### config.mk
export PLATFORM = sky130hd
export DESIGN_NAME = atm_pin_entry
export DESIGN_NICKNAME = d
export VERILOG_FILES = /design/src/rtl/atm_pin_entry.sv
export SDC_FILE = /design/constraint.sdc
export NUM_CORES = 1
export LEC_CHECK = 0
export CORE_ASPECT_RATIO = 1.25
export CORE_MARGIN = 1
export CORE_UTILIZATION = 25
export DETAILED_ROUTE_END_ITERATION = 10
export GPL_TIMING_DRIVEN = 0
export SYNTH_ARGS = -nofsm -noshare
export SYNTH_HDL_FRONTEND = slang
export SYNTH_SLANG_ARGS = --single-unit
export TNS_END_PERCENT = 1
### constraint.sdc
create_clock -name clk -period 2.1 [get_ports clk]
set_input_delay 0.315 -clock clk [delete_from_list [all_inputs] [get_ports clk]]
set_output_delay 0.315 -clock clk [all_outputs]
set_load 0.01 [all_outputs]
### src/rtl/atm_pin_entry.sv
// ============================================================================
// atm_pin_entry: keypad PIN collection, compare, try counting and card lockout.
// Optional PIN_TIMEOUT_EN adds an ENTRY inactivity timeout.   Rev 1.0
// ============================================================================
`default_nettype none

module atm_pin_entry #(
  parameter int DIGITS    = 4,
  parameter int MAX_TRIES = 3
`ifdef PIN_TIMEOUT_EN
  ,
  parameter int TIMEOUT_CYCLES = 1000
`endif
) (
  input  logic                         clk,
  input  logic                         rst,
  input  logic                         card_inserted,
  input  logic [4*DIGITS-1:0]          ref_pin,
  input  logic                         key_valid,
  input  logic [3:0]                   key_digit,
  input  logic                         key_enter,
  input  logic                         key_clear,
  output logic                         pin_correct,
  output logic                         pin_fail,
  output logic                         card_retained,
  output logic [$clog2(DIGITS+1)-1:0]  digit_count,
  output logic [2:0]                   tries_left,
  output logic                         timeout
);

  localparam int              CW         = $clog2(DIGITS+1);
  localparam logic [CW-1:0]   FULL       = CW'(DIGITS);
  localparam logic [2:0]      TRIES_INIT = 3'(MAX_TRIES);

  typedef enum logic [2:0] {
    IDLE    = 3'd0,
    ENTRY   = 3'd1,
    COMPARE = 3'd2,
    PASS    = 3'd3,
    LOCKED  = 3'd4
  } state_t;

  state_t              state;
  logic [4*DIGITS-1:0] entry;
  logic                match;
  logic                idle_expired;
  logic                fail_now;

  assign match    = (digit_count == FULL) && (entry == ref_pin);
  assign fail_now = card_inserted &&
                    (((state == COMPARE) && !match) || idle_expired);

`ifdef PIN_TIMEOUT_EN
  logic [31:0] idle_cnt;

  // Any key strobe counts as activity, even a digit that is later dropped.
  assign idle_expired = (state == ENTRY) && card_inserted &&
                        !(key_valid || key_enter || key_clear) &&
                        (idle_cnt == 32'(TIMEOUT_CYCLES - 1));

  always_ff @(posedge clk) begin
    if (rst || (state != ENTRY) || key_valid || key_enter || key_clear || idle_expired)
      idle_cnt <= 32'd0;
    else
      idle_cnt <= idle_cnt + 32'd1;
  end
`else
  assign idle_expired = 1'b0;
`endif

  always_ff @(posedge clk) begin
    if (rst) begin
      state         <= IDLE;
      entry         <= '0;
      pin_correct   <= 1'b0;
      pin_fail      <= 1'b0;
      card_retained <= 1'b0;
      digit_count   <= '0;
      tries_left    <= TRIES_INIT;
      timeout       <= 1'b0;
    end else begin
      pin_fail <= 1'b0;
      timeout  <= idle_expired;
      case (state)
        IDLE: begin
          if (card_inserted) begin
            state       <= ENTRY;
            entry       <= '0;
            digit_count <= '0;
            tries_left  <= TRIES_INIT;
          end
        end
        ENTRY, COMPARE: begin
          if (!card_inserted) begin
            state       <= IDLE;
            entry       <= '0;
            digit_count <= '0;
            tries_left  <= TRIES_INIT;
          end else if (state == COMPARE) begin
            if (match) begin
              state       <= PASS;
              pin_correct <= 1'b1;
            end
          end else if (!idle_expired) begin
            if (key_clear) begin
              entry       <= '0;
              digit_count <= '0;
            end else if (key_enter) begin
              state <= COMPARE;
            end else if (key_valid && (key_digit <= 4'd9) && (digit_count < FULL)) begin
              entry       <= {entry[4*DIGITS-5:0], key_digit};
              digit_count <= digit_count + 1'b1;
            end
          end
        end
        PASS: begin
          if (!card_inserted) begin
            state       <= IDLE;
            pin_correct <= 1'b0;
            entry       <= '0;
            digit_count <= '0;
            tries_left  <= TRIES_INIT;
          end
        end
        LOCKED: begin
          card_retained <= 1'b1;
          pin_correct   <= 1'b0;
        end
        default: state <= IDLE;
      endcase

      // A rejected attempt (wrong PIN or inactivity) overrides the case defaults.
      if (fail_now) begin
        pin_fail    <= 1'b1;
        entry       <= '0;
        digit_count <= '0;
        tries_left  <= tries_left - 3'd1;
        if (tries_left <= 3'd1) begin
          state         <= LOCKED;
          card_retained <= 1'b1;
        end else begin
          state <= ENTRY;
        end
      end
    end
  end

endmodule

`default_nettype wire

==> impl_results.md <==
* Drt wl/cell at 11.8 um
* CP Class: in2reg
* Hold Slack at approximately 0.47 ns
* Total Power at about 1100 uW
* Tot GR Track Use at 0.109
* CTS Hold Buffers Added at 0
* HPWL after DPL at between 2000 and 2500 um
* Static Leak at roughly 0.00065 uW
* Simple-Gate Fraction of Synth Area at 0.249
* Post-Syn Area at around 1500 sq um
* Cell count after synthesis at ~170
* TritonRoute pass-1 iters at 6
* Nets@finish at ~230
* Crit Path Max Fanout at 10
* Layout area overhead at 32.5%
* VDD IR max at 0.318 mV
* H-tree depth at 1
* Initial DRC Count at 70
* XOR/XNOR Fraction of Synth Area at 0.106
* Largest net degree at the start of global routing at 17
* Filler cell count at ~610
* Vias in the first global route at around 1200
* Final wirelength at about 3200 um
* Final hold violations at 0
* Critical Path RT at 2.27 ns
* Slew Limit Fails at 0
* Die area at 6280 sq um
* Clock-pin slew on the worst setup and hold paths at roughly 0.090 ns
* CTS Buffer Depth at 2
* RSZ-0062 raised after global routing: no
* CTS root buf: clkbuf_8
* Critical path launch point type: primary input
* Die span in x at 71.1 um
* Mapped Nets at around 200
* Critical path arrival at roughly 2.0 ns
* Most common cell after layout, fill and taps aside: clkdlybuf4s50_1
* Row count at 31
* Cts repair resizes at 0
* Register area share after synthesis at 0.376
* Hold Path Class: in2reg
* Yosys reg bits at 28
* Setup-failing EPs final at 0
* Post-Synthesis Mean Instance Area at approximately 9.0 sq um
* Ys async rst share at 0
* First-pass GRT wire length at 5490 um
* Synth cell types at 40
* Compound-Gate Fraction of Synth Area at 0.171
* Via/cell ratio at 4.66
* Setup Skew at 0.00729 ns
* Clock Sinks at 28
* Post-CTS setup buffer count at 0
* Residual DRC count at 0
* Final Core Density at 0.342
* CP Capture Type: flop
* Status: complete, no violations
* Core area at 5780 sq um
* I/O pin count at 36
* Multi-input gate area at 857 sq um
* Fraction of layout cells with a size suffix above 1 at 0.149
* Sequential Area at between 500 and 600 sq um
* Mux contribution to synthesized area at 0.0134
* Fmax at roughly 540 MHz
* Synth Area in Adders at 0.0336
* Die H at a little under 90 um
* Maxcap violations at 0
* Initial Utilization at 0.258
* Final min period at around 1.9 ns
* Synth warnings at 0
* Most frequent cells in the layout: clkdlybuf4s50_1 (33), dfxtp_1 (28), nand3_1 (20), nand2_1 (20), xnor2_1 (17)
* N_diodes at 0
* Port Buffer Count at 33
* Initial antenna violation count at 0
* Grt ovf at 0
* Worst skew pair latency at around 0.27 ns
* PwrDens at about 580 nW/um^2
* Tcrit/Tclk final at 0.889
* Antenna viol nets, final at 0
* Top_reg_cell synth: dfxtp_1
* Via count at around 1200
* Main combinational cell family by area after synthesis: simple AND/OR/NAND/NOR gates
* CTS tree: built
* Post-synth EDFFs at 0
* GP Congestion at 0.742
* Total CTS buffers at 3
==> through the flow <==
stage / cells / TNS (ns) / area [sq um] / setup slack [ns]
final: 268 / 0 / 1970 / 0.233
after floorplan: 165 / 0 / 1490 / 0.644
after global placement: 264 / -0.0519 / 1900 / -0.0426
after CTS: 268 / 0 / 1970 / 0.226
after detailed placement: 264 / -0.105 / 1900 / -0.0568
after global routing: 268 / 0 / 1970 / 0.0947
==> worst paths after layout <==
path / slack [ns] / cells after the start / to / startpoint
worst min register to register: 0.49 / 2 / entry[12] / entry[12]
worst max register to register: 0.41 / 7 / entry[14] / entry[10]
worst min-delay path: 0.47 / 2 / pin_correct / rst
worst max-delay path: 0.23 / 7 / tries_left[2] / card_inserted
==> critical path, stage by stage <==
cell and delay (ns):
clkdlybuf4s50_1 0.65, nor3_2 0.09, nor2_4 0.27, a21oi_1 0.13
a31oi_2 0.27, o31ai_1 0.12, a22o_1 0.18
==> report_power, final <==
group / internal [uW] / leakage, uW / switching (uW)
logic: 89.3 / 0.000390 / 78.8
registers: 538 / 0.000226 / 8.16
clock network: 255 / 0.0000357 / 170
total: 883 / 0.000652 / 257
==> cell usage after synthesis (2+ instances only) <==
library cell	number	area [sq um]
buf_4	2	15.0
nor2_2	5	31.3
nor2_1	4	15.0
mux2i_1	2	20.0
nand3_1	20	100
clkbuf_1	2	7.51
nand4_1	3	18.8
ha_1	4	50.1
inv_1	5	18.8
a21oi_1	15	75.1
nor2b_1	2	12.5
a21oi_2	6	52.6
o21ai_0	3	15.0
dfxtp_1	28	561
nor3b_1	4	30.0
xnor2_1	17	149
nand2_1	20	75.1
==> layer usage <==
layer | GRT usage | vias up | part of all wire
met4 | 0.0164 | 0 | 0.0054
met3 | 0.0319 | 4 | 0.072
li1 | - | 640 | -
met5 | 0 | - | 0
met2 | 0.192 | 33 | 0.46
met1 | 0.134 | 571 | 0.46
==> area by class of cell <==
| cell class | count | area share |
|---|---|---|
| plain buffers | 7 | 0.0272 |
| clock buffers | 3 | 0.0209 |
| clock inverters | 1 | 0.0152 |
| inverters | 5 | 0.00951 |
| multi-input cells | 125 | 0.434 |
| flip-flops and latches | 28 | 0.284 |
| well taps | 66 | 0.0418 |
| repair buffers | 33 | 0.167 |
==> state kept, by name, indices dropped and copies added (netlist names) <==
signal / count
state: 3
entry: 16
pin_correct: 1
pin_fail: 1
tries_left: 3
digit_count: 3
card_retained: 1
==> kinds of logic after synthesis <==
family,count (synthesis)
other cells,1
fa+ha+maj,4
flops,28
simple gates,65
compound gates,35
xor+xnor,18
mux,2
buf+inv,12
Note: power is estimated with default switching activity, not from simulation.
